--- config.mk ---
export PLATFORM = sky130hd
export DESIGN_NAME = branch_unit_flat
export DESIGN_NICKNAME = d
export VERILOG_FILES = /design/src/rtl/branch_unit_if.sv /design/src/rtl/branch_unit.sv /design/src/flat_wrapper.sv
export SDC_FILE = /design/constraint.sdc
export NUM_CORES = 1
export LEC_CHECK = 0
export ABC_AREA = 0
export BUFFER_PORTS_ARGS = -buffer_cell sky130_fd_sc_hd__buf_2
export CAP_MARGIN = 25
export CORE_AREA = 2 2 130 81
export DETAILED_ROUTE_END_ITERATION = 12
export DIE_AREA = 0 0 132 83
export PLACE_DENSITY = 0.8
export SYNTH_ARGS = -nofsm -noshare
export SYNTH_HDL_FRONTEND = slang
export SYNTH_SLANG_ARGS = --single-unit
--- constraint.sdc ---
create_clock -name clk -period 2.7 [get_ports clk]
set_input_delay 0.27 -clock clk [delete_from_list [all_inputs] [get_ports clk]]
set_output_delay 0.27 -clock clk [all_outputs]
set_load 0.005 [all_outputs]
--- src/rtl/branch_unit_if.sv ---
// Decode-side and fetch/execute-side handshake bundle for the branch stage.
// The stage sits on the slave side; the producer/consumer pair sits on the master side.
interface branch_unit_if #(
  parameter int unsigned FULLW     = 32,
  parameter int unsigned OP_TYPE_W = 3,
  parameter int unsigned IMM_W     = 24
);
  logic                 in_valid;
  logic                 in_ready;
  logic [OP_TYPE_W-1:0] optype;
  logic                 link;
  logic [3:0]           cond;
  logic [3:0]           flags;
  logic [FULLW-1:0]     pc;
  logic [IMM_W-1:0]     branch_imm;
  logic                 out_valid;
  logic                 out_ready;
  logic                 is_branch;
  logic                 taken;
  logic [FULLW-1:0]     target;
  logic                 link_we;
  logic [FULLW-1:0]     link_val;
  logic                 flush;

  modport master (
    output in_valid, optype, link, cond, flags, pc, branch_imm, out_ready,
    input  in_ready, out_valid, is_branch, taken, target, link_we, link_val, flush
  );

  modport slave (
    input  in_valid, optype, link, cond, flags, pc, branch_imm, out_ready,
    output in_ready, out_valid, is_branch, taken, target, link_we, link_val, flush
  );
endinterface

--- src/rtl/branch_unit.sv ---
// Registered branch stage: ARM condition check, PC-relative target and BL link value,
// plus a fixed-length fetch flush after every taken branch.
module branch_unit #(
  parameter int unsigned          FULLW        = 32,
  parameter int unsigned          OP_TYPE_W    = 3,
  parameter logic [OP_TYPE_W-1:0] OP_BRANCH    = 3'd2,
  parameter int unsigned          IMM_W        = 24,
  parameter int unsigned          SHIFT        = 2,
  parameter int unsigned          PC_OFFSET    = 8,
  parameter int unsigned          LINK_OFFSET  = 4,
  parameter int unsigned          FLUSH_CYCLES = 2
) (
  input logic        clk,
  input logic        reset,
  branch_unit_if.slave bus
);

  localparam int unsigned      CNT_W    = (FLUSH_CYCLES > 0) ? $clog2(FLUSH_CYCLES + 1) : 1;
  localparam logic [CNT_W-1:0] CNT_LOAD = CNT_W'(FLUSH_CYCLES);

  typedef enum logic {RUN, FLUSH} state_t;

  state_t           state, state_d;
  logic [CNT_W-1:0] cnt, cnt_d;

  logic             cond_pass;
  logic             accept;
  logic             ready_int;
  logic             flush_int;
  logic             is_branch_d;
  logic             taken_d;
  logic [FULLW-1:0] ext;
  logic [FULLW-1:0] target_d;
  logic [FULLW-1:0] link_val_d;

  logic             out_valid_q;
  logic             is_branch_q;
  logic             taken_q;
  logic             link_we_q;
  logic [FULLW-1:0] target_q;
  logic [FULLW-1:0] link_val_q;

  // Full sign extension then shift equals extending to FULLW-SHIFT and appending zeros.
  assign ext        = {{(FULLW-IMM_W){bus.branch_imm[IMM_W-1]}}, bus.branch_imm} << SHIFT;
  assign target_d   = bus.pc + FULLW'(PC_OFFSET) + ext;
  assign link_val_d = bus.pc + FULLW'(LINK_OFFSET);

  always_comb begin
    logic n, z, c, v;
    {n, z, c, v} = bus.flags;
    cond_pass    = 1'b0;
    case (bus.cond)
      4'd0:    cond_pass = z;
      4'd1:    cond_pass = !z;
      4'd2:    cond_pass = c;
      4'd3:    cond_pass = !c;
      4'd4:    cond_pass = n;
      4'd5:    cond_pass = !n;
      4'd6:    cond_pass = v;
      4'd7:    cond_pass = !v;
      4'd8:    cond_pass = c && !z;
      4'd9:    cond_pass = !c || z;
      4'd10:   cond_pass = (n == v);
      4'd11:   cond_pass = (n != v);
      4'd12:   cond_pass = !z && (n == v);
      4'd13:   cond_pass = z || (n != v);
      4'd14:   cond_pass = 1'b1;
      default: cond_pass = 1'b0;
    endcase
  end

  assign is_branch_d = (bus.optype == OP_BRANCH);
  assign taken_d     = is_branch_d && cond_pass;
  assign accept      = bus.in_valid && ready_int;

  always_ff @(posedge clk or posedge reset) begin
    if (reset) begin
      state <= RUN;
      cnt   <= '0;
    end else begin
      state <= state_d;
      cnt   <= cnt_d;
    end
  end

  always_comb begin
    state_d = state;
    cnt_d   = cnt;
    case (state)
      RUN: begin
        if (accept && taken_d && (FLUSH_CYCLES > 0)) begin
          state_d = FLUSH;
          cnt_d   = CNT_LOAD;
        end
      end
      FLUSH: begin
        cnt_d = cnt - CNT_W'(1);
        if (cnt == CNT_W'(1)) state_d = RUN;
      end
      default: state_d = RUN;
    endcase
  end

  always_comb begin
    flush_int = (state == FLUSH);
    ready_int = (state == RUN) && (!out_valid_q || bus.out_ready);
  end

  always_ff @(posedge clk or posedge reset) begin
    if (reset) begin
      out_valid_q <= 1'b0;
      is_branch_q <= 1'b0;
      taken_q     <= 1'b0;
      link_we_q   <= 1'b0;
      target_q    <= '0;
      link_val_q  <= '0;
    end else if (accept) begin
      out_valid_q <= 1'b1;
      is_branch_q <= is_branch_d;
      taken_q     <= taken_d;
      link_we_q   <= taken_d && bus.link;
      target_q    <= target_d;
      link_val_q  <= link_val_d;
    end else if (out_valid_q && bus.out_ready) begin
      out_valid_q <= 1'b0;
    end
  end

  assign bus.in_ready  = ready_int;
  assign bus.flush     = flush_int;
  assign bus.out_valid = out_valid_q;
  assign bus.is_branch = is_branch_q;
  assign bus.taken     = taken_q;
  assign bus.link_we   = link_we_q;
  assign bus.target    = target_q;
  assign bus.link_val  = link_val_q;

endmodule
--- src/flat_wrapper.sv ---
// flat-port wrapper written by rule: the top's interface ports become plain ports
module branch_unit_flat 
#(
  parameter int unsigned          FULLW        = 32,
  parameter int unsigned          OP_TYPE_W    = 3,
  parameter logic [OP_TYPE_W-1:0] OP_BRANCH    = 3'd2,
  parameter int unsigned          IMM_W        = 24,
  parameter int unsigned          SHIFT        = 2,
  parameter int unsigned          PC_OFFSET    = 8,
  parameter int unsigned          LINK_OFFSET  = 4,
  parameter int unsigned          FLUSH_CYCLES = 2
)
  (clk, reset, bus_in_valid, bus_optype, bus_link, bus_cond, bus_flags, bus_pc, bus_branch_imm, bus_out_ready, bus_in_ready, bus_out_valid, bus_is_branch, bus_taken, bus_target, bus_link_we, bus_link_val, bus_flush);
  branch_unit_if #(.FULLW(FULLW), .OP_TYPE_W(OP_TYPE_W), .IMM_W(IMM_W)) bus_i ();
  input logic clk;
  input logic reset;
  input wire logic [$bits(bus_i.in_valid)-1:0] bus_in_valid;
  input wire logic [$bits(bus_i.optype)-1:0] bus_optype;
  input wire logic [$bits(bus_i.link)-1:0] bus_link;
  input wire logic [$bits(bus_i.cond)-1:0] bus_cond;
  input wire logic [$bits(bus_i.flags)-1:0] bus_flags;
  input wire logic [$bits(bus_i.pc)-1:0] bus_pc;
  input wire logic [$bits(bus_i.branch_imm)-1:0] bus_branch_imm;
  input wire logic [$bits(bus_i.out_ready)-1:0] bus_out_ready;
  output wire logic [$bits(bus_i.in_ready)-1:0] bus_in_ready;
  output wire logic [$bits(bus_i.out_valid)-1:0] bus_out_valid;
  output wire logic [$bits(bus_i.is_branch)-1:0] bus_is_branch;
  output wire logic [$bits(bus_i.taken)-1:0] bus_taken;
  output wire logic [$bits(bus_i.target)-1:0] bus_target;
  output wire logic [$bits(bus_i.link_we)-1:0] bus_link_we;
  output wire logic [$bits(bus_i.link_val)-1:0] bus_link_val;
  output wire logic [$bits(bus_i.flush)-1:0] bus_flush;
  assign bus_i.in_valid = bus_in_valid;
  assign bus_i.optype = bus_optype;
  assign bus_i.link = bus_link;
  assign bus_i.cond = bus_cond;
  assign bus_i.flags = bus_flags;
  assign bus_i.pc = bus_pc;
  assign bus_i.branch_imm = bus_branch_imm;
  assign bus_i.out_ready = bus_out_ready;
  assign bus_in_ready = bus_i.in_ready;
  assign bus_out_valid = bus_i.out_valid;
  assign bus_is_branch = bus_i.is_branch;
  assign bus_taken = bus_i.taken;
  assign bus_target = bus_i.target;
  assign bus_link_we = bus_i.link_we;
  assign bus_link_val = bus_i.link_val;
  assign bus_flush = bus_i.flush;
  branch_unit #(.FULLW(FULLW), .OP_TYPE_W(OP_TYPE_W), .OP_BRANCH(OP_BRANCH), .IMM_W(IMM_W), .SHIFT(SHIFT), .PC_OFFSET(PC_OFFSET), .LINK_OFFSET(LINK_OFFSET), .FLUSH_CYCLES(FLUSH_CYCLES)) u_core (.clk(clk), .reset(reset), .bus(bus_i));
endmodule
==> results_dict.tcl <==
set metrics [dict create \
    status "finished, final reports clean" \
    mappedNetlistArea_mm2 0.00507 \
    pin_count_of_the_biggest_net_entering_global_routing 82 \
    cts_buffers 9 \
    num-nets-final 863 \
    worst-path-max-fanout 4 \
    tritoncts "yes" \
    slew_margin_rel_pct 58.9 \
    worstPathArrival_ps 2570 \
    initial_utilization_pct 52.2 \
    yosys_register_bits 69 \
    clock_latency_ps 340 \
    hpwlAfterDp_um 11000 \
    drt_iter0_markers 341 \
    die-area_mm2 0.0110 \
    yosysTopAreaCellShare_pct 34.1 \
    final.min_clock_period_ps 2380 \
    fp.dieH_um 83 \
    postRouteWirelength_um 13900 \
    place.gp.congestion 0.955 \
    yosysWarnings 0 \
    detailroute.via_count 4842 \
    netlist.top_cell.by_area "dfrtp_1" \
    globalRoute.totalOverflow 0 \
    cap_violations 0 \
    postSynth.asyncResetShare_pct 100 \
    drv_slew 0 \
    htreeDepth 3 \
    grt_use_total_pct 26.3 \
    netlist-cell-type-count 61 \
    ctsResizeCount 0 \
    synthTopCellsByArea "dfrtp_1 (34%), ha_1 (15%), nand2_1 (8.3%), o21ai_0 (5.8%), xor2_1 (5.0%)" \
    synthMostInstantiatedCell "nand2_1" \
    drc_errors 0 \
    clk_path_buf_depth 2 \
    final_layout_size_suffix_gt1_share_pct 27.3 \
    drt-vias-per-instance 5.56 \
    cp-start-kind "input port" \
    syn_nets 708 \
    worst_setup_hold_path_clk_slew_ps 60 \
    leakage_nw 3.22 \
    skew_ps 4.70 \
    die_w_um 132 \
    power.density_cell_area_mw_per_mm2 721 \
    path_class "in2reg" \
    grt_setup_unrepaired "false" \
    clockRootBuffer "clkbuf_16" \
    finalHoldViolations 0 \
    post-layout-total-power_mw 4.60 \
    crit_end_element "register" \
    clock-sinks 69 \
    post-route-period-util_pct 88.2 \
    syn2layout_area_growth_pct 26.0 \
    avgSynthCellArea_um2 8.80 \
    post_syn_instances 576 \
    fin_worst_hold_slack_ps 4.10 \
    route.detailed.wl_per_inst_um 15.9 \
    core_area_mm2 0.00970 \
    setup-violations-final 0 \
    post-cts-setup-buffer-count 0 \
    cts_hold_repair.buffers 0 \
    critPathRequiredTime_ps 2890 \
    worst_pin_slew_ps 616 \
    portBuffers 141 \
    first_global_vias 4745 \
    layoutNonFillerInstCount 871 \
    drt_first_pass_iters 6 \
    placement_rows 28 \
    ant_nets 0 \
    io_pins 142 \
    peakVddDrop_uv 388 \
    share_of_synthesized_area_occupied_by_flip_flops_and_latches_pct 34.1 \
    hold_path.class "in2async" \
    first_pass_grt_wire_length_um 23400 \
    fmax_ghz 0.420 \
    synth_enable_flop_cells 0 \
    grt_antenna_before_repair 0 \
    dp_cells 855 \
    diodes 0 \
    post_synth_most_frequent_cells "nand2_1 (112), dfrtp_1 (69), ha_1 (59), o21ai_0 (59), xor2_1 (29)" \
    ys_dominant_reg_cell "dfrtp_1" \
]
## worst paths after layout
path | depth (start not counted) | from | to | slack (ps)
max | 13 | bus_pc[3] | u_core.bus.target[17]$_DFFE_PP0P_ | 320
min in group clk | 3 | bus_pc[0] | u_core.bus.link_val[0]$_DFFE_PP0P_ | 130
min reg2reg | 1 | u_core.bus.taken$_DFFE_PP0P_ | u_core.bus.taken$_DFFE_PP0P_ | 470
min | 2 | reset | u_core.bus.link_val[3]$_DFFE_PP0P_ | 4
max reg2reg | 6 | u_core.bus.flush$_DFF_PP0_ | u_core.cnt[1]$_DFFE_PP0P_ | 730
max in group asynchronous | 3 | reset | u_core.bus.link_val[19]$_DFFE_PP0P_ | 1940
## power by group
part | internal [mW] | switching, mW
registers | 1.40 | 0.206
clock network | 0.899 | 0.465
logic | 0.726 | 0.910
total | 3.02 | 1.58
## layer usage
layer / GRT usage, % / vias up / routed length [um]
met5: 0 / - / 0
li1: - / 2361 / -
met1: 37.2 / 2266 / 6630
met4: 5.43 / 0 / 178
met2: 40.6 / 187 / 5990
met3: 7.14 / 28 / 1100
## final cells by class
class | instances | area [um^2]
Fill cell | 828 | 3320
Multi-Input combinational cell | 468 | 3190
Sequential cell | 69 | 1730
Timing Repair Buffer | 164 | 891
Clock buffer | 9 | 225
Tap cell | 135 | 169
Clock inverter | 7 | 114
Inverter | 19 | 71.3
## cell usage in the layout (no fill, tap or decap), types with 3 or more instances in the layout
cell / instances
buf_2: 141
nand2_1: 111
dfrtp_1: 69
o21ai_0: 59
ha_1: 59
xor2_1: 29
a21oi_1: 26
nand3_1: 24
nor2_1: 22
xnor2_1: 22
buf_4: 22
inv_1: 18
a21o_1: 10
nor3_1: 10
clkbuf_16: 9
nand4_1: 8
and3_1: 7
a31oi_1: 5
o31ai_1: 5
o21bai_1: 4
a211oi_1: 4
mux2i_1: 4
o21ai_1: 4
and4_1: 4
nor2b_1: 3
o21ai_2: 3
or3_1: 3
o21a_1: 3
clkinv_2: 3
bufinv_16: 3
## sequential cells by signal, summed over array words and instances, names as in the netlist
register	cells
u_core.bus.flush	1
u_core.bus.is_branch	1
u_core.bus.link_val	32
u_core.bus.link_we	1
u_core.bus.out_valid	1
u_core.bus.taken	1
u_core.bus.target	30
u_core.cnt	2
## cells by family (layout without fill, tap and decap cells)
group	count (synthesis)	after routing	synth area share, %
compound gates	144	144	18.4
xor+xnor	51	51	8.82
fa+ha+maj	60	60	15.0
buf+inv	39	199	3.14
flops	69	69	34.1
mux	6	6	1.46
simple gates	207	207	19.1
## metrics by stage
step | instance area [um^2] | utilization, % | setup slack, ps | TNS (ps)
2_1_floorplan | 5070 | - | 222 | 0
4_1_cts | 6380 | 65.8 | 327 | 0
3_5_place_dp | 6050 | 62.3 | -26.5 | -45.4
6_report | 6380 | 65.8 | 318 | 0
3_3_place_gp | 6050 | 62.3 | 40.9 | 0
5_1_grt | 6380 | 65.8 | 133 | 0
## critical path: stages
cell and delay, ps:
buf_2 90, inv_1 40, ha_1 260, inv_1 40, ha_1 210, fa_1 400, a21oi_1 180, o21ai_1 120
nand2_1 190, a21oi_1 140, o31ai_1 300, mux2i_1 200, o311ai_0 140
(Power assumes the default switching activity.)
